**src/rtl/gray_pkg.sv**
```systemverilog
// Shared definitions for the Gray-count producer/consumer pair: decoder FSM
// states and a width-generic Gray-to-binary helper for checkers.
package gray_pkg;

  // Widest count the helper function can decode.
  localparam int GRAY_MAX_W = 32;

  typedef enum logic [1:0] {
    S_INIT   = 2'd0,
    S_LOCKED = 2'd1,
    S_FAULT  = 2'd2
  } state_e;

  // Decodes the low 'width' bits of a Gray value; upper result bits are zero.
  function automatic logic [GRAY_MAX_W-1:0] gray2bin(
    input logic [GRAY_MAX_W-1:0] gray,
    input int unsigned           width
  );
    logic [GRAY_MAX_W-1:0] bin;
    logic                  acc;
    bin = '0;
    acc = 1'b0;
    for (int i = GRAY_MAX_W - 1; i >= 0; i--) begin
      if (i < int'(width)) begin
        acc    = acc ^ gray[i];
        bin[i] = acc;
      end
    end
    return bin;
  endfunction

endpackage

```
**src/rtl/gray_to_bin.sv**
```systemverilog
// Pure combinational Gray-to-binary decoder.
module gray_to_bin #(
  parameter int WIDTH = 4
) (
  input  logic [WIDTH-1:0] gray,
  output logic [WIDTH-1:0] bin
);

  // Each binary bit is the XOR of its Gray bit and every more-significant Gray bit.
  for (genvar i = 0; i < WIDTH; i++) begin : g_bit
    assign bin[i] = ^gray[WIDTH-1:i];
  end

endmodule

```
**src/rtl/gray_count_decoder.sv**
```systemverilog
// Receive side of a same-clock Gray count: two-stage decode pipeline, successor
// checking (hold / +1 / wrap / illegal), lock FSM and saturating statistics.
module gray_count_decoder
  import gray_pkg::*;
#(
  parameter int WIDTH      = 4,
  parameter int ERR_CNT_W  = 8,
  parameter int STEP_CNT_W = 16
) (
  input  logic                  clk,
  input  logic                  rst,
  input  logic [WIDTH-1:0]      gray_in,
  input  logic                  gray_valid,
  input  logic                  err_clr,
  output logic [WIDTH-1:0]      bin_count,
  output logic                  out_valid,
  output logic                  hold,
  output logic                  wrap_pulse,
  output logic                  step_err,
  output logic                  locked,
  output logic                  err_sticky,
  output logic [ERR_CNT_W-1:0]  err_cnt,
  output logic [STEP_CNT_W-1:0] step_cnt
);

  localparam logic [WIDTH-1:0]      BIN_MAX  = '1;
  localparam logic [ERR_CNT_W-1:0]  ERR_MAX  = '1;
  localparam logic [STEP_CNT_W-1:0] STEP_MAX = '1;

  logic [WIDTH-1:0] s1_gray;
  logic             s1_vld;
  logic [WIDTH-1:0] dec_bin;
  logic [WIDTH-1:0] diff;

  state_e state_q, state_d;
  logic   hold_d, wrap_d, err_d, step_d;

  // Stage 1 valid: tracks whether s1_gray holds a sample to process.
  // NOTE: sequential state uses non-blocking (<=) so every register samples pre-edge values.
  always_ff @(posedge clk) begin
    if (rst) s1_vld <= 1'b0;
    else     s1_vld <= gray_valid;
  end

  // Stage 1 data: capture the producer's count when it is flagged valid.
  // NOTE: data is not reset; s1_vld qualifies it, so its post-reset contents never matter.
  always_ff @(posedge clk) begin
    if (gray_valid) s1_gray <= gray_in;
  end

  gray_to_bin #(.WIDTH(WIDTH)) u_dec (
    .gray (s1_gray),
    .bin  (dec_bin)
  );

  // Modulo-2^WIDTH distance from the last accepted value.
  assign diff = dec_bin - bin_count;

  // Next-state and classification of the sample leaving stage 1.
  // NOTE: every always_comb output gets a default first so no path can infer a latch.
  always_comb begin
    state_d = state_q;
    hold_d  = 1'b0;
    wrap_d  = 1'b0;
    err_d   = 1'b0;
    step_d  = 1'b0;
    if (err_clr) begin
      // A sample arriving alongside the clear becomes the new reference.
      state_d = s1_vld ? S_LOCKED : S_INIT;
    end else if (s1_vld) begin
      unique case (state_q)
        S_INIT: state_d = S_LOCKED;
        S_LOCKED, S_FAULT: begin
          if (diff == '0) begin
            hold_d  = 1'b1;
            state_d = S_LOCKED;
          end else if (diff == WIDTH'(1)) begin
            step_d  = 1'b1;
            wrap_d  = (bin_count == BIN_MAX);
            state_d = S_LOCKED;
          end else begin
            err_d   = 1'b1;
            state_d = S_FAULT;
          end
        end
        default: state_d = S_INIT;
      endcase
    end
  end

  // FSM state register.
  always_ff @(posedge clk) begin
    if (rst) state_q <= S_INIT;
    else     state_q <= state_d;
  end

  assign locked = (state_q == S_LOCKED);

  // Stage 2: registered outputs, pulses and saturating statistics.
  always_ff @(posedge clk) begin
    if (rst) begin
      bin_count  <= '0;
      out_valid  <= 1'b0;
      hold       <= 1'b0;
      wrap_pulse <= 1'b0;
      step_err   <= 1'b0;
      err_sticky <= 1'b0;
      err_cnt    <= '0;
      step_cnt   <= '0;
    end else begin
      out_valid  <= s1_vld;
      hold       <= hold_d;
      wrap_pulse <= wrap_d;
      step_err   <= err_d;
      if (s1_vld) bin_count <= dec_bin;
      if (err_clr) begin
        err_sticky <= 1'b0;
        err_cnt    <= '0;
        step_cnt   <= '0;
      end else begin
        if (err_d) begin
          err_sticky <= 1'b1;
          if (err_cnt != ERR_MAX) err_cnt <= err_cnt + ERR_CNT_W'(1);
        end
        if (step_d && (step_cnt != STEP_MAX)) step_cnt <= step_cnt + STEP_CNT_W'(1);
      end
    end
  end

endmodule

```
**config.mk**
```make
export PLATFORM = sky130hd
export DESIGN_NAME = gray_count_decoder
export DESIGN_NICKNAME = d
export VERILOG_FILES = /design/src/rtl/gray_pkg.sv /design/src/rtl/gray_to_bin.sv /design/src/rtl/gray_count_decoder.sv
export SDC_FILE = /design/constraint.sdc
export NUM_CORES = 1
export LEC_CHECK = 0
export BUFFER_PORTS_ARGS = -buffer_cell sky130_fd_sc_hd__buf_2
export CAP_MARGIN = 0
export CORE_UTILIZATION = 54
export DETAILED_ROUTE_END_ITERATION = 8
export PLACE_DENSITY_LB_ADDON = 0.15
export RECOVER_POWER = 50
export SYNTH_ARGS = -nofsm -noshare
export SYNTH_HDL_FRONTEND = slang
export SYNTH_SLANG_ARGS = --single-unit
```
**constraint.sdc**
```tcl
create_clock -name clk -period 3.6 [get_ports clk]
set_input_delay 0.36 -clock clk [delete_from_list [all_inputs] [get_ports clk]]
set_output_delay 0.36 -clock clk [all_outputs]
set_load 0.02 [all_outputs]
```
**After elaboration in Yosys (flattened, before gate mapping)**

Cells that the tools add are included.

- Register bits after elaboration: 40
- Word-level logic and storage cells: 52
- Output and inout port bits: 34
- Input port bits: 8

- Add/sub/neg operators: 3
- Mux-type cells: 17
- Bitwise gates (word level): 3
- Equality and inequality tests: 6
- Reduce and logical (&&, ||, !) cells: 12

Operators with widths:

| kind | number |
|---|---|
| adder 16 x 1 -> 16 bit (second input constant) | 1 |
| != test 16 bit (second input constant) | 1 |
| 2-to-1 mux 1 bit | 12 |
| adder 8 x 1 -> 8 bit (second input constant) | 1 |
| 2-to-1 mux 2 bit | 4 |
| != test 8 bit (second input constant) | 1 |
| OR reduction 6 bit | 1 |
| equality test 4 x 1 -> 1 bit (second input constant) | 1 |
| equality test 4 bit (second input constant) | 1 |
| zero test 4 bit | 1 |
| case mux 2 bit (2 select lines) | 1 |
| OR reduction 2 bit | 2 |
| OR reduction 4 bit | 1 |
| XOR reduction 4 bit | 1 |
| subtractor 4 bit | 1 |
| inverter 1 bit | 3 |
| XOR reduction 3 bit | 1 |
| equality test 2 x 1 -> 1 bit (second input constant) | 1 |
| equality test 2 bit (second input constant) | 1 |
| zero test 2 bit | 1 |
| AND reduction 2 bit | 1 |
| nonzero test 2 bit | 1 |
| XOR reduction 2 bit | 1 |
| logical AND 1 bit | 1 |

**Depth between registers and ports, before layout**

Gate-level depths: netlist of run 1.

- Depth in word-level cells: 9
- Gate-level depth with buffers: 12
- Depth with buffers taken out: 10

**Cells and area by module**

A second synthesis of run 1 with hierarchy kept.

- Cell total of the unflattened synthesis: 232
- Area total of the unflattened synthesis: 2,122.0 um2

By module, submodules not included:

| module | times used | area each (um2) | cells an instance | seq. area each (um2) |
|---|---|---|---|---|
| gray_count_decoder | 1 | 2,072.0 | 227 | 840.8 |
| gray_to_bin | 1 | 50.0 | 5 | 0.0 |

**Worst setup path before layout of run 1**

Ideal clock, no wire load.

- Path type: register -> register
- Start point: reg s1_gray[3]
- End point: reg step_cnt[4]
- Arrival: 2,894 ps
- Clock period less this slack: 2,964 ps
- Data required time: 3,530 ps
- Path slack: 636 ps
- Cell stages (with the launch flop): 12
- Buffers on the path: 1
- Library setup time: 70 ps
- Path through: edfxtp_1 -> xnor2_1 -> xnor2_1 -> xnor2_1 -> ha_1 -> fa_1 -> xor2_1 -> and3_4 -> nand4_4 -> buf_6 -> or4_1 -> a21oi_1

- Cells in the longest elaborated chain, start to end: 9
- Elaborated cells between the ends (all ways): 12
- Those cells by class: add/sub: 1; eq/ne: 1; mux: 5; reduce/logical: 5

Ends and longest elaborated chain:

| what | line | source |
|---|---|---|
| start, declared | gray_count_decoder.sv:30 | `logic [WIDTH-1:0] s1_gray;` |
| start signal, assigned | gray_count_decoder.sv:48 | `if (gray_valid) s1_gray <= gray_in;` |
| XOR reduction 3 bit (*) | gray_to_bin.sv:11 | `assign bin[i] = ^gray[WIDTH-1:i];` |
| named net dec_bin[1] | gray_count_decoder.sv:32 | `logic [WIDTH-1:0] dec_bin;` |
| subtractor 4 bit (*) | gray_count_decoder.sv:57 | `assign diff = dec_bin - bin_count;` |
| equality test 4 x 1 -> 1 bit | gray_count_decoder.sv:77 | `end else if (diff == WIDTH'(1)) begin` |
| 2-to-1 mux 1 bit | gray_count_decoder.sv:77 |  |
| 2-to-1 mux 1 bit (*) | gray_count_decoder.sv:74 | `if (diff == '0) begin` |
| 2-to-1 mux 1 bit (*) | gray_count_decoder.sv:71 | `unique case (state_q)` |
| 2-to-1 mux 1 bit (*) | gray_count_decoder.sv:70 | `end else if (s1_vld) begin` |
| 2-to-1 mux 1 bit (*) | gray_count_decoder.sv:67 | `if (err_clr) begin` |
| logical AND 1 bit (*) | gray_count_decoder.sv:125 | `if (step_d && (step_cnt != STEP_MAX)) step_cnt <= step_cnt + STEP_CNT_W'(1);` |
| end signal, assigned | gray_count_decoder.sv:125 |  |
| end, declared | gray_count_decoder.sv:23 | `output logic [STEP_CNT_W-1:0] step_cnt` |

Mark *: on every way through the listed nets, which the timed path passes. The rest lies on a longest branch.
A chain may end at the register's enable or synchronous reset.

**Worst setup path after layout of run 1**

- Start point: reg s1_gray[3]
- End point: reg step_cnt[14]

Same word-level chain as after synthesis.

==> results of run 1 <==
-- metal layers --
metal	global-route usage	wire length, um	part of all wire	vias to the layer above
met4	0.0710	40	0.0096	0
li1	-	-	-	934
met2	0.379	2020	0.48	45
met1	0.284	1940	0.46	870
met5	0	0	0	-
met3	0.0562	182	0.043	4
-- cells in the final DEF, fill, tap and decap left out, types with 8 or more instances in the layout --
master,n
dfxtp_1,36
clkbuf_1,28
a21oi_1,19
nand2_1,18
nor2_1,17
nand3_1,16
buf_2,13
inv_1,10
o31ai_1,10
or4_1,9
or3_1,9
ha_1,8
-- cells by family after synthesis --
group	count (synthesis)	synth area share
AND/OR/NAND/NOR	102	0.283
AO/OA/AOI/OAI	49	0.157
flip-flops	40	0.410
buffers and inverters	20	0.0452
adder cells (fa/ha/maj)	9	0.0586
XOR/XNOR	5	0.0214
multiplexers	5	0.0244
-- per-stage QoR --
stage               setup slack, ps  cells  hold WS [ps]  utilization
floorplan                       636    230           454            -
global placement                413    310           459        0.619
detailed placement              298    310           465        0.619
CTS                             279    318           234        0.643
global route                   63.8    318           227        0.634
finish                          257    318           240        0.634
-- flip-flops by register name (all words and copies together) (netlist names) --
signal	count
s1_gray	4
hold	1
err_cnt	8
step_err	1
bin_count	4
wrap_pulse	1
step_cnt	16
state_q	2
out_valid	1
s1_vld	1
err_sticky	1
-- cell usage after synthesis, types with 5 or more instances --
| master | n | area, um2 |
|---|---|---|
| a21oi_1 | 19 | 95.1 |
| clkbuf_1 | 6 | 22.5 |
| dfxtp_1 | 36 | 721 |
| ha_1 | 8 | 100 |
| inv_1 | 10 | 37.5 |
| mux2i_1 | 5 | 50.1 |
| nand2_1 | 18 | 67.6 |
| nand3_1 | 16 | 80.1 |
| nand4_1 | 7 | 43.8 |
| nor2_1 | 17 | 63.8 |
| nor4_1 | 5 | 31.3 |
| o21ai_0 | 6 | 30.0 |
| o31ai_1 | 10 | 75.1 |
| or3_1 | 9 | 56.3 |
| or4_1 | 9 | 67.6 |
-- area by class of cell --
class	count	area, um2
multi-input combinational	170	1120
timing repair buffer	42	178
tap	48	60.1
inverter	10	37.5
fill	338	1340
clock inverter	3	18.8
clock buffer	5	68.8
sequential	40	841
-- report_power, final --
group	internal (mW)	switching (mW)	total, mW
clock	0.135	0.155	0.290
combinational	0.0433	0.0730	0.116
sequential	0.459	0.00920	0.468
total	0.637	0.237	0.874
-- critical path, stage by stage, from the launching register on --
cell and delay, ps:
edfxtp_1 440, xnor2_1 300, xnor2_1 260, xnor2_1 160, ha_1 230, fa_1 380
xor2_1 200, and3_4 230, nand4_4 280, or3_1 450, o311a_1 290
-- worst paths after layout --
check / end / slack (ps) / startpoint
worst min register to register: err_sticky$_SDFFE_PP0P_ / 480 / err_sticky$_SDFFE_PP0P_
worst max register to register: step_cnt[14]$_SDFFE_PP0P_ / 260 / s1_gray[3]$_DFFE_PP_
worst min-delay path: s1_gray[0]$_DFFE_PP_ / 240 / gray_in[0]
worst max-delay path: step_cnt[14]$_SDFFE_PP0P_ / 260 / s1_gray[3]$_DFFE_PP_
==> impl_metrics.tcl, run 1 <==
set metrics [dict create \
    ant_nets 0 \
    io_pins 42 \
    place_congestion 0.782 \
    tritoncts "built" \
    p_total_uw 874 \
    synth-seq-area-share 0.410 \
    die_area_um2 4050 \
    maxCapViolations 0 \
    start_kind "flop" \
    path_clk_slew_ps 80 \
    worst_pin_slew_ps 929 \
    synth-edff-count 4 \
    yosys_register_bits 40 \
    hp-class "in2reg" \
    peakVddDrop_mv 0.249 \
    grt_pass1_vias 1639 \
    fmax_ghz 0.299 \
    dieHeight_um 63.6 \
    coreArea_um2 3660 \
    post_cts_buffers 0 \
    fin_area_um2 2320 \
    die_x_um 63.6 \
    p_per_area_nw_per_um2 377 \
    drcViolationCount 0 \
    clock_latency_ps 290 \
    holdPathStages 1 \
    r2r_cells 10 \
    synth_nets 247 \
    hold_viol_final 0 \
    placed_area_um2 2270 \
    ys_warn_count 0 \
    grt_max_degree 26 \
    rows 22 \
    drv_slew 0 \
    cts.sinks 40 \
    htree_num_levels 2 \
    fin_nets 286 \
    dr.first_iter.drc_count 145 \
    rsz0062_at_grt "false" \
    portBuffers 41 \
    status "completed" \
    dp_hpwl_um 2990 \
    cts_resized 0 \
    wl_per_cell_um 13.2 \
    leakage_nw 0.784 \
    async_flop_share 0 \
    syn_to_final_growth_pct 13.2 \
    worstSetupPathType "reg2reg" \
    crit_required_ps 3780 \
    grt_usage 0.227 \
    drive_above_1_share 0.107 \
    clock_skew_ps 9.31 \
    vias_per_cell 5.83 \
    period_minus_slack_ps 3340 \
    finalSetupViolCount 0 \
    setup.worst_path.end_class "flop" \
    fin_tns_setup_ps 0 \
    cts_hold_buf 0 \
    cp_max_fo 25 \
    clock_path_buffers 2 \
    drt_wl_total_um 4190 \
    netlist_instances 230 \
    slew_headroom 0.377 \
    syn_area_um2 2050 \
    root_buffer "clkbuf_8" \
    ys.flop_type "dfxtp_1" \
    post-route-period-util 0.929 \
    start_util 0.560 \
    grt_pass1_wl_um 7290 \
    antenna_found_initial 0 \
    synth.distinct_cells 45 \
    diodes 0 \
    dr.pass1.iters 4 \
    worstPathArrival_ps 3520 \
    vias 1853 \
    cts_made_buffers 5 \
    synth_area_per_cell_um2 8.91 \
    grt-ovfl-total 0 \
]
Note: power is estimated with default switching activity, not from simulation.
==> run 2: changes to the inputs <==
Settings changed: PLACE_DENSITY from default to 0.87, PLACE_DENSITY_LB_ADDON 0.15 to default.
==> run 2 against run 1 <==
Via count is the same. Clock skew shrank 6.3 ps. Worst hold slack lost 5.3 ps. Utilization grew 1.6 points. Fmax grew 0.29%. Total power grew 7.7%. Routed wire length grew 1.0%. Final cell count is the same. Count of clock-buffer cells in the layout is the same. Critical path type unchanged. Critical endpoint unchanged. Largest cell class unchanged. Largest power group unchanged.
==> impl_metrics.tcl, run 2 (synthesized netlist as in run 1, its figures left out) <==
set metrics [dict create \
    status "completed" \
    nFillCells 310 \
    finalSetupViolCount 0 \
    vias 1853 \
    dieHeight_um 63.6 \
    drt_wl_total_um 4230 \
    hp-class "in2reg" \
    grt-ovfl-total 0 \
    crit_required_ps 3790 \
    die_area_um2 4050 \
    root_buffer "clkbuf_8" \
    rsz0062_at_grt "false" \
    cts.sinks 40 \
    tritoncts "built" \
    p_per_area_nw_per_um2 396 \
    diodes 0 \
    io_pins 42 \
    maxCapViolations 0 \
    cp_max_fo 25 \
    grt_usage 0.223 \
    leakage_nw 0.912 \
    final_common_cell "buf_2" \
    worstSetupPathType "reg2reg" \
    final_cell_mix "buf_2, dfxtp_1, a21oi_1" \
    drcViolationCount 0 \
    cts_made_buffers 5 \
    path_clk_slew_ps 70 \
    peakVddDrop_mv 0.293 \
    drv_slew 0 \
    clock_skew_ps 2.98 \
    period_minus_slack_ps 3330 \
    place_congestion 0.845 \
    coreArea_um2 3660 \
    setup.worst_path.end_class "flop" \
    reg2reg_from "s1_gray[3]$_DFFE_PP_" \
    start_util 0.560 \
    die_x_um 63.6 \
    grt_max_degree 26 \
    dp_cells 310 \
    largest_reg_flops 16 \
    instances_no_fill 318 \
    placed_area_um2 2270 \
    whs_ps 235 \
    p_total_uw 942 \
    slew_headroom 0.372 \
    drive_above_1_share 0.204 \
    grt_pass1_wl_um 7090 \
    antenna_found_initial 0 \
    htree_num_levels 2 \
    start_kind "flop" \
    regMostFlops "step_cnt" \
    startpoint "s1_gray[3]$_DFFE_PP_" \
    vias_per_cell 5.83 \
    fin_area_um2 2380 \
    top_regs "step_cnt: 16 flops, err_cnt: 8 flops" \
    dr.first_iter.drc_count 114 \
    post-route-period-util 0.926 \
    grt_pass1_vias 1632 \
    ant_nets 0 \
    fin_nets 286 \
    worst_pin_slew_ps 937 \
    rows 22 \
    dr.pass1.iters 4 \
    wl_per_cell_um 13.3 \
    syn_to_final_growth_pct 16.1 \
    timing.final.ws_setup_ps 267 \
    fmax_ghz 0.300 \
    portBuffers 41 \
    post_cts_buffers 0 \
    fin_tns_setup_ps 0 \
    post-place-ws_ps 261 \
    post-route-util 0.650 \
    clock_path_buffers 2 \
    clock_latency_ps 300 \
    dp_hpwl_um 3010 \
    hold_viol_final 0 \
    holdCritStartpoint "gray_in[0]" \
    worstPathArrival_ps 3520 \
]
-- run 2: changes by cell type in the layout (fill, tap and decap cells not counted) --
cell,before,now
xnor2_1,4,3
buf_2,13,40
clkinv_4,1,0
xnor2_2,0,1
clkinv_1,0,2
clkinv_2,2,0
bufinv_16,0,1
clkbuf_1,28,1
-- run 2: power by group --
group          internal [mW]  total, mW  switching [mW]
Sequential             0.459      0.469         0.00999
Clock                  0.202      0.355           0.153
Combinational         0.0453      0.118          0.0728
Total                  0.706      0.942           0.236
-- run 2: critical path: stages, from the launching register on --
cell and delay (ps):
edfxtp_1 460, xnor2_2 200, xnor2_1 360, xnor2_1 160
ha_1 230, fa_1 380, xor2_1 200, and3_4 230
nand4_4 270, or3_1 450, o311a_1 280
-- run 2: final timing paths --
kind,slack [ps],cells after the start,to
min,240,1,s1_gray[0]$_DFFE_PP_
max reg2reg,270,10,step_cnt[14]$_SDFFE_PP0P_
min reg2reg,490,2,err_sticky$_SDFFE_PP0P_
max,270,10,step_cnt[14]$_SDFFE_PP0P_
-- run 2: cell type report --
class                      count  area [um2]  area share
multi-input combinational    170        1120       0.472
timing repair buffer          42         211      0.0889
inverter                      10        37.5      0.0158
clock inverter                 3        37.5      0.0158
sequential                    40         841       0.353
tap                           48        60.1      0.0252
clock buffer                   5        68.8      0.0289
-- run 2: timing repair --
item                                    in CTS  in global routing
hold buffers                                 0                  0
endpoints found under the setup margin       0                  2
resized for setup                            0                  1
-- run 2: layer usage --
metal	GRT usage	share of wire	vias to the layer above
li1	-	-	940
met1	0.272	0.47	859
met2	0.360	0.47	49
met3	0.0743	0.051	5
met4	0.0824	0.011	0
met5	0	0	-
==> run 3: changes to the inputs <==
Settings changed: BUFFER_PORTS_ARGS -buffer_cell sky130_fd_sc_hd__buf_2 to default, CORE_UTILIZATION 54 to 55, DONT_BUFFER_PORTS from default to 1, PLACE_DENSITY 0.87 to 0.78, RECOVER_POWER 50 to default.
==> run 3 against run 2 <==
Global-route usage rose by 0.90 points. Die area fell by 1.8%. Non-clock buffer count fell by 40. Final area fell by 7.8%. Combinational power fell by 14%. Critical path depth did not move. Final cell count fell by 13%. Clock power rose by 13%. Critical path type unchanged. Fmax rose by 0.91%. Critical endpoint unchanged. First-iteration DRC count rose by 11%. Sequential share of layout area rose by 3.0 points. Flip-flop and latch count did not move.
==> impl_metrics.tcl, run 3 (synthesized netlist as in run 1, its figures left out) <==
set metrics [dict create \
    status "completed" \
    setup.worst_path.end_class "flop" \
    post-route-period-util 0.918 \
    slew_headroom 0.371 \
    diodes 0 \
    cts_hold_buf 0 \
    grt_pass1_wl_um 7270 \
    portBuffers 0 \
    hold_viol_final 0 \
    maxCapViolations 0 \
    leakage_nw 0.709 \
    post_cts_buffers 0 \
    grt_max_degree 26 \
    period_minus_slack_ps 3300 \
    grt_pass1_vias 1540 \
    start_kind "flop" \
    cts_made_buffers 5 \
    drive_above_1_share 0.0739 \
    dp_cells 268 \
    dp_hpwl_um 2890 \
    instances_no_fill 276 \
    die_area_um2 3970 \
    grt_usage 0.232 \
    regMostFlops "step_cnt" \
    final_common_cell "dfxtp_1" \
    fin_nets 246 \
    cp_max_fo 25 \
    wl_per_cell_um 15.4 \
    ant_nets 0 \
    drcViolationCount 0 \
    rsz0062_at_grt "false" \
    worst_pin_slew_ps 938 \
    root_buffer "clkbuf_8" \
    start_util 0.595 \
    crit_required_ps 3790 \
    io_pins 42 \
    largest_reg_flops 16 \
    hp-class "in2reg" \
    die_x_um 63.0 \
    worstPathArrival_ps 3490 \
    drv_slew 0 \
    dieHeight_um 63.0 \
    tritoncts "built" \
    clock_path_buffers 2 \
    dr.first_iter.drc_count 126 \
    rows 21 \
    antenna_found_initial 0 \
    syn_to_final_growth_pct 7.02 \
    top_regs "step_cnt: 16 flops, err_cnt: 8 flops" \
    clock_latency_ps 290 \
    coreArea_um2 3440 \
    dr.pass1.iters 4 \
    htree_num_levels 2 \
    finalSetupViolCount 0 \
    grt-ovfl-total 0 \
    final_cell_mix "dfxtp_1, a21oi_1, nand2_1" \
    fin_tns_setup_ps 0 \
    cts.sinks 40 \
    drt_wl_total_um 4250 \
    place_congestion 0.774 \
    vias_per_cell 6.18 \
    path_clk_slew_ps 80 \
    p_per_area_nw_per_um2 445 \
    clock_skew_ps 7.64 \
    vias 1707 \
    worstSetupPathType "reg2reg" \
    cts_resized 0 \
    fmax_ghz 0.303 \
    peakVddDrop_mv 0.297 \
]
[run 3: cell count changes in the layout (fill, tap and decap cells not counted)]
cell / delta
clkinv_1: -2
buf_4: +1
xnor2_1: +1
clkbuf_8: +2
clkbuf_1: -1
xnor2_2: -1
buf_2: -40
[run 3: through the flow]
stage / power, mW / hold WS [ps] / area, um2 / utilization / setup slack, ps
finish: 0.976 / 125 / 2190 / 0.637 / 297
global route: 1.02 / 116 / 2190 / 0.637 / 93.1
CTS: 0.987 / 115 / 2190 / 0.637 / 292
detailed placement: 0.586 / 435 / 2070 / 0.601 / 308
global placement: 0.583 / 434 / 2070 / 0.601 / 432
floorplan: 0.567 / 454 / 2050 / - / 636
[run 3: final timing paths]
kind / startpoint / endpoint / slack [ps] / cells after the start
max: s1_gray[3]$_DFFE_PP_ / step_cnt[14]$_SDFFE_PP0P_ / 300 / 10
min: rst / bin_count[0]$_SDFFE_PP0P_ / 120 / 1
max reg2reg: s1_gray[3]$_DFFE_PP_ / step_cnt[14]$_SDFFE_PP0P_ / 300 / 10
min reg2reg: err_sticky$_SDFFE_PP0P_ / err_sticky$_SDFFE_PP0P_ / 590 / 2
[run 3: worst max-delay path, cell delays in order, from the launching register on]
cell	delay, ps
edfxtp_1	440
xnor2_1	310
xnor2_1	260
xnor2_1	140
ha_1	230
fa_1	370
xor2_1	200
and3_4	230
nand4_4	270
or3_1	460
o311a_1	280
[run 3: report_power, final]
group / total (mW) / switching, mW / internal (mW) / leakage, nW
registers: 0.474 / 0.0151 / 0.459 / 0.330
clock network: 0.400 / 0.155 / 0.245 / 0.0645
logic: 0.102 / 0.0625 / 0.0399 / 0.314
[run 3: routing by layer]
layer  wire length, um  track usage
met4                60       0.0872
met2              2090        0.372
met3               243       0.0803
met1              1860        0.283
met5                 0            0
[run 3: final cells by class]
type,instances,area [um2]
Tap cell,46,57.6
Timing Repair Buffer,2,15.0
Fill cell,299,1250
Inverter,10,37.5
Clock buffer,7,96.3
Multi-Input combinational cell,170,1120
Sequential cell,40,841
Clock inverter,1,30.0
